==> config.mk <==
export PLATFORM = sky130hd
export DESIGN_NAME = multicycle_ctrl
export DESIGN_NICKNAME = d
export VERILOG_FILES = /design/src/rtl/mc_pkg.sv /design/src/rtl/mc_decode.sv /design/src/rtl/multicycle_ctrl.sv
export SDC_FILE = /design/constraint.sdc
export NUM_CORES = 1
export LEC_CHECK = 0
export ABC_AREA = 1
export CAP_MARGIN = 20
export CORE_MARGIN = 5
export CORE_UTILIZATION = 40
export CTS_CLUSTER_DIAMETER = 150
export DETAILED_ROUTE_END_ITERATION = 10
export GPL_TIMING_DRIVEN = 0
export PLACE_DENSITY = 0.88
export REMOVE_ABC_BUFFERS = 1
export SKIP_LAST_GASP = 1
export SLEW_MARGIN = 0
export SYNTH_ARGS = -nofsm -noshare
export SYNTH_HDL_FRONTEND = slang
export SYNTH_HIERARCHICAL = 1
export SYNTH_SLANG_ARGS = --single-unit
==> constraint.sdc <==
create_clock -name clk -period 1.41 [get_ports clk]
set_clock_uncertainty 0.1 [all_clocks]
set_input_delay 0.2115 -clock clk [delete_from_list [all_inputs] [get_ports clk]]
set_output_delay 0.2115 -clock clk [all_outputs]
set_load 0.03 [all_outputs]
==> src/rtl/mc_pkg.sv <==
// mc_pkg: opcode/func constants, ALU and mux encodings, and the FSM state type for multicycle_ctrl.
package mc_pkg;
  localparam logic [5:0] OP_R0   = 6'b000000;
  localparam logic [5:0] OP_R1   = 6'b000001;
  localparam logic [5:0] OP_SH   = 6'b000010;
  localparam logic [5:0] OP_ADDI = 6'b000101;
  localparam logic [5:0] OP_ANDI = 6'b001001;
  localparam logic [5:0] OP_ORI  = 6'b001010;
  localparam logic [5:0] OP_XORI = 6'b001100;
  localparam logic [5:0] OP_LW   = 6'b001101;
  localparam logic [5:0] OP_SW   = 6'b001110;
  localparam logic [5:0] OP_BEQ  = 6'b001111;
  localparam logic [5:0] OP_BNE  = 6'b010000;
  localparam logic [5:0] OP_J    = 6'b010010;
  localparam logic [2:0] FN_ADD = 3'b001;
  localparam logic [2:0] FN_AND = 3'b001;
  localparam logic [2:0] FN_OR  = 3'b010;
  localparam logic [2:0] FN_XOR = 3'b100;
  localparam logic [2:0] FN_SRA = 3'b001;
  localparam logic [2:0] FN_SRL = 3'b010;
  localparam logic [2:0] FN_SLL = 3'b011;
  localparam logic [2:0] ALU_ADD = 3'b000;
  localparam logic [2:0] ALU_AND = 3'b001;
  localparam logic [2:0] ALU_OR  = 3'b010;
  localparam logic [2:0] ALU_XOR = 3'b011;
  localparam logic [2:0] ALU_SRL = 3'b100;
  localparam logic [2:0] ALU_SLL = 3'b101;
  localparam logic [2:0] ALU_SUB = 3'b110;
  localparam logic [2:0] ALU_SRA = 3'b111;
  localparam logic [1:0] ALUA_A     = 2'b00;
  localparam logic [1:0] ALUA_PC    = 2'b01;
  localparam logic [1:0] ALUA_SHAMT = 2'b10;
  localparam logic [1:0] ALUB_B     = 2'b00;
  localparam logic [1:0] ALUB_FOUR  = 2'b01;
  localparam logic [1:0] ALUB_IMM   = 2'b10;
  localparam logic [1:0] ALUB_IMM2  = 2'b11;
  localparam logic [1:0] PCS_ALU    = 2'b00;
  localparam logic [1:0] PCS_ALUOUT = 2'b01;
  localparam logic [1:0] PCS_JUMP   = 2'b10;
  typedef enum logic [2:0] {
    S_IF   = 3'd0,
    S_ID   = 3'd1,
    S_EXE  = 3'd2,
    S_MEM  = 3'd3,
    S_WB   = 3'd4,
    S_HALT = 3'd5
  } state_t;
endpackage

==> src/rtl/mc_decode.sv <==
// mc_decode: maps op/func to a one-hot instruction class plus the EXE-stage ALU code and sign-extend need.
module mc_decode
  import mc_pkg::*;
(
  input  logic [5:0] op,
  input  logic [5:0] func,
  output logic       rtype,
  output logic       shift,
  output logic       iarith,
  output logic       lw,
  output logic       sw,
  output logic       br,
  output logic       j,
  output logic       ill,
  output logic       bne,
  output logic       sext,
  output logic [2:0] aluc
);
  logic [2:0] f;
  logic       unused_func_hi;
  assign f = func[2:0];
  assign unused_func_hi = ^func[5:3];
  assign rtype  = (op == OP_R0 && f == FN_ADD) ||
                  (op == OP_R1 && (f == FN_AND || f == FN_OR || f == FN_XOR));
  assign shift  = op == OP_SH && (f == FN_SRA || f == FN_SRL || f == FN_SLL);
  assign iarith = op == OP_ADDI || op == OP_ANDI || op == OP_ORI || op == OP_XORI;
  assign lw     = op == OP_LW;
  assign sw     = op == OP_SW;
  assign br     = op == OP_BEQ || op == OP_BNE;
  assign j      = op == OP_J;
  assign ill    = ~(rtype | shift | iarith | lw | sw | br | j);
  assign bne    = op == OP_BNE;
  assign sext   = op == OP_ADDI;
  // loads, stores and addi fall through to add
  assign aluc = op == OP_R1   ? (f == FN_AND ? ALU_AND : f == FN_OR ? ALU_OR : ALU_XOR) :
                op == OP_SH   ? (f == FN_SRA ? ALU_SRA : f == FN_SRL ? ALU_SRL : ALU_SLL) :
                op == OP_ANDI ? ALU_AND :
                op == OP_ORI  ? ALU_OR  :
                op == OP_XORI ? ALU_XOR : ALU_ADD;
endmodule

==> src/rtl/multicycle_ctrl.sv <==
// multicycle_ctrl: IF/ID/EXE/MEM/WB control FSM for a multicycle MIPS-like datapath.
// Define MC_ILL_TRAP_EN to trap illegal opcodes into HALT with ill set; otherwise they run as NOPs.
module multicycle_ctrl
  import mc_pkg::*;
(
  input  logic       clk,
  input  logic       clrn,
  input  logic [5:0] op,
  input  logic [5:0] func,
  input  logic       zero,
  input  logic       mem_rdy,
  output logic       mem_req,
  output logic       iord,
  output logic       wir,
  output logic       wpc,
  output logic       wmem,
  output logic       wreg,
  output logic       regrt,
  output logic       m2reg,
  output logic       sext,
  output logic [1:0] alua_sel,
  output logic [1:0] alub_sel,
  output logic [2:0] aluc,
  output logic [1:0] pcsource,
  output logic [2:0] state,
  output logic       ill
);
  state_t     cur, nxt;
  logic       d_rtype, d_shift, d_iarith, d_lw, d_sw, d_br, d_j, d_ill, d_bne, d_sext;
  logic [2:0] d_aluc;
  logic       taken;
  mc_decode u_dec (
    .op(op), .func(func), .rtype(d_rtype), .shift(d_shift), .iarith(d_iarith),
    .lw(d_lw), .sw(d_sw), .br(d_br), .j(d_j), .ill(d_ill), .bne(d_bne),
    .sext(d_sext), .aluc(d_aluc)
  );
`ifdef MC_ILL_TRAP_EN
  localparam state_t ILL_NEXT = S_HALT;
  always_ff @(posedge clk or negedge clrn)
    if (!clrn) ill <= 1'b0;
    else if (cur == S_ID && d_ill) ill <= 1'b1;
`else
  localparam state_t ILL_NEXT = S_IF;
  assign ill = 1'b0;
`endif
  always_ff @(posedge clk or negedge clrn)
    if (!clrn) cur <= S_IF;
    else cur <= nxt;
  always_comb begin
    nxt = cur;
    case (cur)
      S_IF:    nxt = mem_rdy ? S_ID : S_IF;
      S_ID:    nxt = d_j ? S_IF : d_ill ? ILL_NEXT : S_EXE;
      S_EXE:   nxt = (d_rtype | d_shift | d_iarith) ? S_WB : (d_lw | d_sw) ? S_MEM : S_IF;
      S_MEM:   nxt = !mem_rdy ? S_MEM : d_lw ? S_WB : S_IF;
      S_WB:    nxt = S_IF;
      S_HALT:  nxt = S_HALT;
      default: nxt = S_IF;
    endcase
  end
  assign taken = d_br & (d_bne ? ~zero : zero);
  assign state = cur;
  // HALT drives nothing, so reset reuses it to silence every strobe while clrn is low
  always_comb begin
    mem_req  = 1'b0;
    iord     = 1'b0;
    wir      = 1'b0;
    wpc      = 1'b0;
    wmem     = 1'b0;
    wreg     = 1'b0;
    regrt    = 1'b0;
    m2reg    = 1'b0;
    sext     = 1'b0;
    alua_sel = ALUA_A;
    alub_sel = ALUB_B;
    aluc     = ALU_ADD;
    pcsource = PCS_ALU;
    case (clrn ? cur : S_HALT)
      S_IF: begin
        mem_req  = 1'b1;
        alua_sel = ALUA_PC;
        alub_sel = ALUB_FOUR;
        wir      = mem_rdy;
        wpc      = mem_rdy;
      end
      S_ID: begin
        alua_sel = ALUA_PC;
        alub_sel = ALUB_IMM2;
        sext     = 1'b1;
        wpc      = d_j;
        pcsource = d_j ? PCS_JUMP : PCS_ALU;
      end
      S_EXE: begin
        alua_sel = d_shift ? ALUA_SHAMT : ALUA_A;
        alub_sel = (d_iarith | d_lw | d_sw) ? ALUB_IMM : ALUB_B;
        sext     = d_sext | d_lw | d_sw;
        aluc     = d_br ? ALU_SUB : d_aluc;
        wpc      = taken;
        pcsource = taken ? PCS_ALUOUT : PCS_ALU;
      end
      S_MEM: begin
        mem_req = 1'b1;
        iord    = 1'b1;
        wmem    = d_sw & mem_rdy;
      end
      S_WB: begin
        wreg  = 1'b1;
        regrt = d_iarith | d_lw;
        m2reg = d_lw;
      end
      default: ;
    endcase
  end
endmodule

Word level (Yosys, flattened, before mapping)
Cells that the tools add are included.

Add/sub/neg operators: 0. Multipliers: 0. Div/mod/pow operators: 0. Magnitude comparators: 0. Eq/ne operators: 23. Shifts and indexed selects: 0. Muxes and demuxes: 37. Bitwise operators: 14. Reduce and logical (&&, ||, !) cells: 16.

Operators by type and width (count): $eq A6 B4 Y1 const B (6); $mux W3 (12); $eq A3 B2 Y1 const B (6); $pmux W3 S5 (1); $mux W2 (7); $eq A6 B5 Y1 const B (2); $mux W1 (12); $or A1 B1 Y1 (11); $eq A3 B1 Y1 const B (3); $eq A3 B3 Y1 const B (3); $logic_or A1 B1 Y1 (8); $pmux W2 S2 (2); $eq A6 B1 Y1 const B (1); $eq A6 B2 Y1 const B (1); $eq A6 B3 Y1 const B (1); $logic_not A3 Y1 (2); $logic_not A6 Y1 (1); $pmux W2 S3 (1); $reduce_or A2 Y1 (2); $logic_and A1 B1 Y1 (3); $pmux W1 S3 (1); $and A1 B1 Y1 (2); $pmux W1 S2 (1); $not A1 Y1 (1).

Bits in registers: 3. Bits in latches: 0. Memory bits (writable): 0. ROM bits: 0. Input port bits: 16. Output and inout port bits: 22. Word-level logic and storage cells: 91. Memories: 0.

Longest topological paths before layout
Depth after elaboration: 14. Mapped depth: 12. Mapped depth without buffers: 12.

Hierarchy
Netlist, hierarchy kept.

By module, submodules not included: multicycle_ctrl (instances 1, cells an instance 82, area each 420.4 um2, sequential area each 75.1 um2); mc_decode (instances 1, cells an instance 66, area each 336.6 um2, sequential area each 0.0 um2).

Worst setup path before layout
Ideal clock, no wire load.

Path kind: reg2out. Start point: reg cur[1] (netlist: state[1]). End point: out m2reg. Arrival time: 1552 ps. Data required time: 1099 ps. Path slack: -453 ps. Stages on the path, launching flop included: 4. Path buffers: 0. Path through: dfrtp_1 -> nor2_2 -> nand2_1 -> nor3b_1.

Cells in the longest elaborated chain, start to end: 3.

Ends and longest elaborated chain: start: declaration (line multicycle_ctrl.sv:28) `state_t cur, nxt;`; start signal: assignment (line multicycle_ctrl.sv:48) `else cur <= nxt;`; $mux W3 (line multicycle_ctrl.sv:78) `case (clrn ? cur : S_HALT)`; $eq A3 B3 Y1 (line multicycle_ctrl.sv:78); $mux W1 (line multicycle_ctrl.sv:78); end: declaration (line multicycle_ctrl.sv:19) `output logic m2reg,`.

No other way between the ends.

Worst setup path after layout
Start point: reg cur[1] (netlist: state[1]). End point: out wpc.

Cells in the longest elaborated chain, start to end: 3. Elaborated cells on any way between the ends: 5. Those cells by class: 2 x eq/ne; 2 x mux; 1 x reduce/logical.

Ends and longest elaborated chain: $mux W3 * (line multicycle_ctrl.sv:78); $eq A3 B2 Y1, or another cell as far along (line multicycle_ctrl.sv:78); $pmux W1 S3 * (line multicycle_ctrl.sv:78); end: declaration (line multicycle_ctrl.sv:15) `output logic wpc,`.

Mark *: on every way between the ends. The rest lies on a longest branch, timed or not.

==> flow_metrics.tcl <==
set metrics [dict create \
    seq_area_frac_synth 0.0992 \
    drc 0 \
    n_antenna_cell 0 \
    cts_buffer_depth 2 \
    worst_slack_ps -278 \
    dpl.cell_count 204 \
    vias_per_cell 5.47 \
    ys_ff_latch 3 \
    path_class "flip-flop to output pin" \
    syn_inst 148 \
    dp_hpwl_um 1880 \
    clock_latency_ps 230 \
    cap_violations 0 \
    p_leak_nw 0.786 \
    period_share 1.20 \
    cp_max_fo 5 \
    drt_pass1_iterations 4 \
    syn_area_um2 757 \
    track_usage 0.210 \
    clk_pin_slew_worst_paths_ps 40 \
    violations "setup timing" \
    cts_tree "yes" \
    num-fill-cells 132 \
    cp-end-kind "output pin" \
    power_w 0.000624 \
    regArea_um2 78.8 \
    avgRoutedWirePerCell_um 15.4 \
    ioPinCount 38 \
    synth_warnings 6 \
    start_util 0.429 \
    yosysUniqueCellTypes 23 \
    portBuffers 33 \
    hold_viol 0 \
    start_kind "flip-flop" \
    period_minus_slack_ps 1690 \
    gp_congestion 0.873 \
    endpoint "wpc" \
    htreeDepth 1 \
    grt_overflow_total 0 \
    dr_total_vias 1226 \
    vdd_ir_drop_max_mv 0.354 \
    drv_slew 0 \
    drive_gt1_frac 0.523 \
    rsz0062_at_grt "true" \
    fp.dieH_um 53.5 \
    setup_violations 20 \
    dieArea_um2 2860 \
    fmax_ghz 0.592 \
    grt_max_degree 8 \
    cts_made_buffers 3 \
    cts.sinks 3 \
    avgSynthCellArea_um2 5.11 \
    coreArea_um2 1760 \
    core.rowCount 15 \
    r2r_cells 6 \
    power_density_nw_per_um2 446 \
    worst_ep_arrival_time_ps 1380 \
    hold_class "input pin to flip-flop" \
    grt_pass1_wl_um 4450 \
    wirelength_um 3450 \
    rr_startpoint "state[2]$_DFF_PN0_" \
    r2r-end "state[2]$_DFF_PN0_" \
    antenna_left 0 \
    crit_start "state[1]$_DFF_PN0_" \
    status "complete, but fails checks" \
    grt_pass1_vias 1048 \
    antenna_found_initial 0 \
    r2r_setup_slack_ps 120 \
    areaGrowthSynthToFinish_pct 84.6 \
    tns_ps -3370 \
    dieWidth_um 53.5 \
    largest_reg_flops 3 \
    worstPathRequired_ps 1100 \
    finalNonFillerCells 224 \
    clockRootBuffer "clkbuf_4" \
    drt_iter0_drc 65 \
    multiInputGateArea_um2 716 \
    nets 216 \
]
-- per-layer routing --
metal	share of wire	GRT usage
met5	0	0
met4	0.048	0.102
met3	0.086	0.0169
met2	0.50	0.402
met1	0.37	0.226
-- critical path: stages, from the launching register on --
cell,delay [ps]
dfrtp_2,440
inv_1,110
nand2_1,100
nor2_2,160
nand2_1,100
nand3_1,110
buf_6,130
-- metrics by stage --
stage	hold WS [ps]	setup slack (ps)	instance area (µm²)	util
global route	423	-371	1400	0.792
detailed placement	380	-1300	1100	0.623
floorplan	-184	-493	738	-
global placement	370	-1250	1100	0.623
finish	389	-278	1400	0.792
CTS	392	-261	1210	0.687
-- synth_stat cells, drive strengths merged --
| cell | number | area share |
|---|---|---|
| inv | 33 | 0.16 |
| nor3 | 2 | 0.013 |
| a21oi | 3 | 0.020 |
| buf | 2 | 0.025 |
| dfrtp | 3 | 0.099 |
| nand4 | 2 | 0.017 |
| nand3 | 19 | 0.14 |
| and3 | 1 | 0.0083 |
| conb | 1 | 0.0050 |
| nor2 | 40 | 0.26 |
| nand2 | 36 | 0.20 |
| o21ai | 3 | 0.025 |
| or2 | 1 | 0.0083 |
| o2111ai | 1 | 0.012 |
| nor3b | 1 | 0.0099 |
-- cell type report --
cell class,count,share of cell area
Sequential cell,3,0.0564
Timing Repair Buffer,48,0.302
Multi-Input combinational cell,111,0.512
Inverter,33,0.0886
Tap cell,25,0.0224
Clock buffer,4,0.0188
-- what timing repair did --
item | CTS | global route
setup buffers | 8 | 6
pin swaps | 13 | 16
setup endpoints to repair | 24 | 22
gates cloned | 1 | 0
hold buffers | 1 | 0
gates resized for setup | 171 | 52
endpoints found under the hold margin | 3 | 0
-- report_power, final --
group / switching (W) / total (W) / internal, W / leakage (nW)
Combinational: 0.000228 / 0.000361 / 0.000133 / 0.736
Sequential: 0.0000157 / 0.000109 / 0.0000937 / 0.0357
Clock: 0.0000478 / 0.000154 / 0.000106 / 0.0150
-- cells in the final DEF (no fill, tap or decap) --
cell type	Yosys	layout
nor3_1	2	1
conb_1	1	1
o21ai_1	0	2
or2_4	0	1
nand2_4	1	3
buf_2	0	3
inv_2	3	11
o2111ai_2	0	1
buf_6	1	14
buf_4	1	20
clkbuf_2	0	2
nand3_1	17	10
clkbuf_1	0	1
nor3_2	0	1
and3_1	1	1
nand3_2	2	7
dfrtp_2	0	3
a21oi_2	0	1
nor2_2	6	7
inv_1	30	22
dlygate4sd3_1	0	1
nand4_1	2	2
a21oi_1	3	2
nand3_4	0	2
buf_8	0	1
o21ai_2	1	1
nor2_1	30	21
clkdlybuf4s50_1	0	2
nand2_2	3	9
dlygate4sd2_1	0	5
nand2_1	32	24
nor2_4	4	13
clkbuf_4	0	3
nor3b_2	0	1
-- how the worst min path moves through the flow --
stage	from	end	slack [ps]	cells past startpoint
after detailed placement	clrn	state[0]$_DFF_PN0_	380	1
after floorplan	clrn	state[0]$_DFF_PN0_	-180	0
after global routing	op[5]	state[2]$_DFF_PN0_	420	6
after CTS	op[1]	state[2]$_DFF_PN0_	390	6
final	op[5]	state[2]$_DFF_PN0_	390	6
after global placement	clrn	state[1]$_DFF_PN0_	370	1
-- logic make-up after synthesis --
group / share of synthesized area
and+or+nand+nor: 0.651
buffers and inverters: 0.188
other: 0.00495
DFF: 0.0992
AOI/OAI and AO/OA: 0.0562
Note: power is estimated with default switching activity, not from simulation.
